<file path="src/rtl/bnn_mem_buffer_pkg.sv">
`default_nettype none
// ============================================================================
//  Module      : bnn_mem_buffer_pkg
//  Description : Shared defaults and helpers for the BNN sample buffer.
//                Exports the default sample width and buffer depth, plus a
//                saturating increment used by the fill counter.
//  Revision    : 1.0 - initial release
// ============================================================================
package bnn_mem_buffer_pkg;

  localparam int BNN_DEFAULT_WIDTH  = 5;
  localparam int BNN_DEFAULT_LENGTH = 5;

  // Increment that stops at the limit instead of wrapping.
  function automatic int sat_inc(input int value, input int limit);
    return (value >= limit) ? limit : value + 1;
  endfunction

endpackage
`default_nettype wire

</file>
<file path="src/rtl/bnn_mem_buffer_slot.sv">
`default_nettype none
// ============================================================================
//  Module      : bnn_mem_buffer_slot
//  Description : One width-bit storage slot of the sample buffer. Loads d on
//                an enabled edge, holds otherwise, clears on rst.
//  Ports       : clk, rst (sync, active-high), en (load enable),
//                d (next sample), q (stored sample, registered)
//  Revision    : 1.0 - initial release
// ============================================================================
module bnn_mem_buffer_slot #(
  parameter int width = 1
) (
  input  logic             clk,
  input  logic             rst,
  input  logic             en,
  input  logic [width-1:0] d,
  output logic [width-1:0] q
);

  logic [width-1:0] q_d;
  logic [width-1:0] q_q;

  always_comb begin
    q_d = q_q;
    if (en) begin
      q_d = d;
    end
  end

  always_ff @(posedge clk) begin
    if (rst) begin
      q_q <= '0;
    end else begin
      q_q <= q_d;
    end
  end

  assign q = q_q;

endmodule
`default_nettype wire

</file>
<file path="src/rtl/bnn_mem_buffer.sv">
`default_nettype none
// ============================================================================
//  Module      : bnn_mem_buffer
//  Description : Shift-register sample buffer holding the last `length`
//                samples of `width` bits. Slot 0 is the newest sample; all
//                slots are presented as one flat word. A saturating counter
//                tracks how many valid samples are held.
//  Ports       : clk, rst (sync, active-high), en (shift enable),
//                data_in [width], data_out [width*length] (slot k at
//                [k*width +: width]), count [$clog2(length+1)], full
//  Revision    : 1.0 - initial release
// ============================================================================
module bnn_mem_buffer
  import bnn_mem_buffer_pkg::*;
#(
  parameter int width  = BNN_DEFAULT_WIDTH,
  parameter int length = BNN_DEFAULT_LENGTH
) (
  input  logic                         clk,
  input  logic                         rst,
  input  logic                         en,
  input  logic [width-1:0]             data_in,
  output logic [width*length-1:0]      data_out,
  output logic [$clog2(length+1)-1:0]  count,
  output logic                         full
);

  localparam int                  c_count_w   = $clog2(length + 1);
  localparam logic [c_count_w-1:0] c_count_max = c_count_w'(length);

  logic [width-1:0]     slot_q [length];
  logic [c_count_w-1:0] count_d;
  logic [c_count_w-1:0] count_q;
  logic                 full_d;
  logic                 full_q;

  // Slot chain: slot 0 takes the new sample, every other slot takes its
  // predecessor. All slots share the enable so the chain shifts as a unit.
  for (genvar k = 0; k < length; k++) begin : g_slot
    logic [width-1:0] slot_d;

    if (k == 0) begin : g_head
      assign slot_d = data_in;
    end else begin : g_tail
      assign slot_d = slot_q[k-1];
    end

    bnn_mem_buffer_slot #(
      .width (width)
    ) u_slot (
      .clk (clk),
      .rst (rst),
      .en  (en),
      .d   (slot_d),
      .q   (slot_q[k])
    );

    assign data_out[k*width +: width] = slot_q[k];
  end

  always_comb begin
    count_d = count_q;
    if (en) begin
      count_d = c_count_w'(sat_inc(int'(count_q), length));
    end
    // The counter saturates, so full is sticky until reset.
    full_d = (count_d == c_count_max);
  end

  always_ff @(posedge clk) begin
    if (rst) begin
      count_q <= '0;
      full_q  <= 1'b0;
    end else begin
      count_q <= count_d;
      full_q  <= full_d;
    end
  end

  assign count = count_q;
  assign full  = full_q;

endmodule
`default_nettype wire

</file>
<file path="config.mk">
export PLATFORM = sky130hd
export DESIGN_NAME = bnn_mem_buffer
export DESIGN_NICKNAME = d
export VERILOG_FILES = /design/src/rtl/bnn_mem_buffer_pkg.sv /design/src/rtl/bnn_mem_buffer_slot.sv /design/src/rtl/bnn_mem_buffer.sv
export SDC_FILE = /design/constraint.sdc
export NUM_CORES = 1
export LEC_CHECK = 0
export CAP_MARGIN = 20
export CORE_MARGIN = 5
export CORE_UTILIZATION = 40
export CTS_BUF_LIST = sky130_fd_sc_hd__clkbuf_4
export CTS_CLUSTER_SIZE = 12
export DETAILED_ROUTE_END_ITERATION = 12
export HOLD_SLACK_MARGIN = 0.12
export PLACE_DENSITY = 0.85
export SLEW_MARGIN = 20
export SYNTH_ARGS = -nofsm -noshare
export SYNTH_HDL_FRONTEND = slang
export SYNTH_HIERARCHICAL = 1
export SYNTH_SLANG_ARGS = --single-unit
export TNS_END_PERCENT = 5
</file>
<file path="constraint.sdc">
create_clock -name clk -period 1.26 [get_ports clk]
set_input_delay 0.252 -clock clk [delete_from_list [all_inputs] [get_ports clk]]
set_output_delay 0.252 -clock clk [all_outputs]
set_load 0.02 [all_outputs]
</file>
==> results by group <==
Status
  – Run status: finished, final reports clean

Drt
  – Drt via density: 4.88
  – Drt first-iter violations: 14
  – WL final: 2.52 mm
  – DR WL/cell: 13.3 um
  – Final ANT Viol Nets: 0
  – Post-route DRC: 0
  – Drt first pass iters: 4
  – Routed via count: 923

Placement
  – GPL Wtd Cong: 0.687
  – Port bufs: 36
  – Detailed Place HPWL: 1.94 mm

Yosys
  – Synth Register Bits: 29
  – Seq/Total Area, Yosys: 50.9%
  – Top_reg_cell synth: dfxtp_1
  – Synth area leaders: dfxtp_1 51%, mux2i_1 22%, nor2_1 8.2%
  – Share of the synthesized area in the top cell type: 50.9%
  – Post-Syn Instances: 104
  – Commonest cells post-synth: 29 x dfxtp_1, 25 x mux2i_1, 25 x nor2_1
  – Syn_area_per_cell: 11.0 sq um
  – Most frequent cell after synthesis: dfxtp_1
  – Post-synth EDFFs: 0
  – Async SR Flop Fraction: 0%
  – Cell type with the largest total area after synthesis: dfxtp_1
  – Synth warn: 6
  – Post-Syn Nets: 114
  – Synth Cell Area: 0.00114 sq mm
  – Synth cell types: 20

Global route
  – Total Routing Usage GR: 13.5%
  – Initial antenna violation count: 0
  – Vias in the first global route: 927
  – Pin count of the biggest net entering global routing: 14
  – First-pass GRT wire length: 4.33 mm
  – Total gr overflow: 0

Layout
  – Nets@finish: 167
  – Share of cells above drive strength 1: 37.3%
  – Fin util: 59.3%
  – N_diodes: 0
  – Syn-to-layout area delta: 42.0%

Timing
  – Max-slew violation count: 0
  – RSZ-0062 raised after global routing: yes
  – Crit share post-route: 98.5%
  – Hold Vio Cnt, Final: 0
  – Min Tclk post-route: 1240 ps
  – Setup violations, final: 0
  – Slew HR: 79.1%
  – Final setup skew: 1.65 ps
  – Slew at the pin closest to its max-slew limit: 314 ps
  – Fmax: 0.806 GHz
  – WHS: 400 ps

Power and ir drop
  – Pwr Density: 1060 mW/mm^2
  – Lkg Pwr: 0.751 nW
  – Maximum VDD drop: 845 uV

Die
  – DIE HEIGHT: 63.4 um
  – Initial Util: 41.7%
  – Die area: 0.00402 sq mm
  – Placeable Area: 0.00273 sq mm
  – Std-Cell Rows: 19
  – Die Width: 63.4 um
  – Top Ports: 37

Clock tree
  – H-tree depth: 2
  – Cts bufs inserted: 5
  – CTS tree: done
  – CTS clock-pin slew for the worst setup and hold paths: 80 ps
  – Root buffer cell: clkbuf_4
  – # clock sinks: 29
  – Maximum clock insertion buffer count: 2
  – Clock latency on the worst-skew pair: 320 ps

Run
  – Max_cap viols: 0

Min path
  – Worst hold-check path type: in2reg

Setup path
  – Setup Crit Path Kind: reg2reg
  – Crit path arrival time: 1440 ps
  – Setup crit end kind: flop
  – WP data required: 1460 ps
  – CP Max Fanout: 4
  – Setup crit start kind: flop
final cells by class:
class | instances | area [sq um]
fillers | 233 | 1110
flip-flops and latches | 29 | 588
multi-input cells | 67 | 512
repair buffers | 52 | 422
well taps | 31 | 38.8
clock buffers | 5 | 37.5
clock inverters | 3 | 12.5
inverters | 2 | 10.0
critical path, cell delays in order, from the launching register on:
cell	delay (ps)
dfxtp_4	380
inv_4	40
ha_4	210
and2b_1	170
o311ai_2	250
a21boi_2	90
flip-flops by register name, indices dropped and copies added (netlist names):
register         flops
count                3
full                 1
g_slot.u_slot/q     25
stage by stage:
step                setup WS (ps)  total power [mW]  instance area, sq um  std cells  setup TNS, ps
finish                       18.8              1.71                  1620        189              0
global route                -33.9              1.82                  1620        189          -33.9
CTS                          4.02              1.75                  1720        189              0
detailed placement          -80.7              1.25                  1650        181          -80.7
global placement            -47.1              1.24                  1650        181          -47.1
floorplan                   0.675              1.13                  1170        104              0
logic make-up after synthesis:
family                     share of synthesized area (%)
DFF                                                 50.9
muxes                                               21.9
and+or+nand+nor                                     12.3
adders and majority gates                           2.19
AOI/OAI and AO/OA                                   6.47
buffers and inverters                               6.25
placed cells by master (no fill, tap or decap), types with 2 or more instances in the layout:
master	count
clkbuf_2	9
clkdlybuf4s15_2	9
mux2i_1	25
buf_4	14
buf_12	2
dfxtp_4	2
a21oi_1	2
nor2_1	25
clkdlybuf4s50_1	6
clkdlybuf4s15_1	2
clkinv_1	2
buf_2	10
clkbuf_4	5
nand2_1	2
dfxtp_1	27
timing repair:
item                                   CTS  global route
hold buffers                             0             0
gates resized for setup                 73            22
setup endpoints to repair               30            22
endpoints found under the hold margin    0             0
cloned                                   0             0
pin swaps                                1             0
setup buffers                            0             0
power by group:
group | total (mW) | switching (mW) | internal [mW]
clock network | 0.502 | 0.301 | 0.201
registers | 0.961 | 0.0207 | 0.940
logic | 0.251 | 0.125 | 0.126
final timing paths:
check / cells after the start / startpoint / endpoint / slack (ps)
setup / recovery: 5 / count[1] / full / 20
hold / removal: 3 / en / g_slot[1].u_slot/q[0] / 400
setup reg to reg: 5 / count[1] / full / 20
hold reg to reg: 2 / g_slot[4].u_slot/q[2] / g_slot[4].u_slot/q[2] / 510
per-layer routing:
layer | track usage (%) | part of all wire, % | vias to the layer above | wire [um]
met4 | 3.90 | 0.91 | 0 | 23
met5 | 0 | 0 | - | 0
li1 | - | - | 461 | -
met3 | 8.88 | 11 | 2 | 269
met2 | 21.7 | 47 | 30 | 1190
met1 | 14.3 | 41 | 430 | 1030
(Power assumes the default switching activity.)
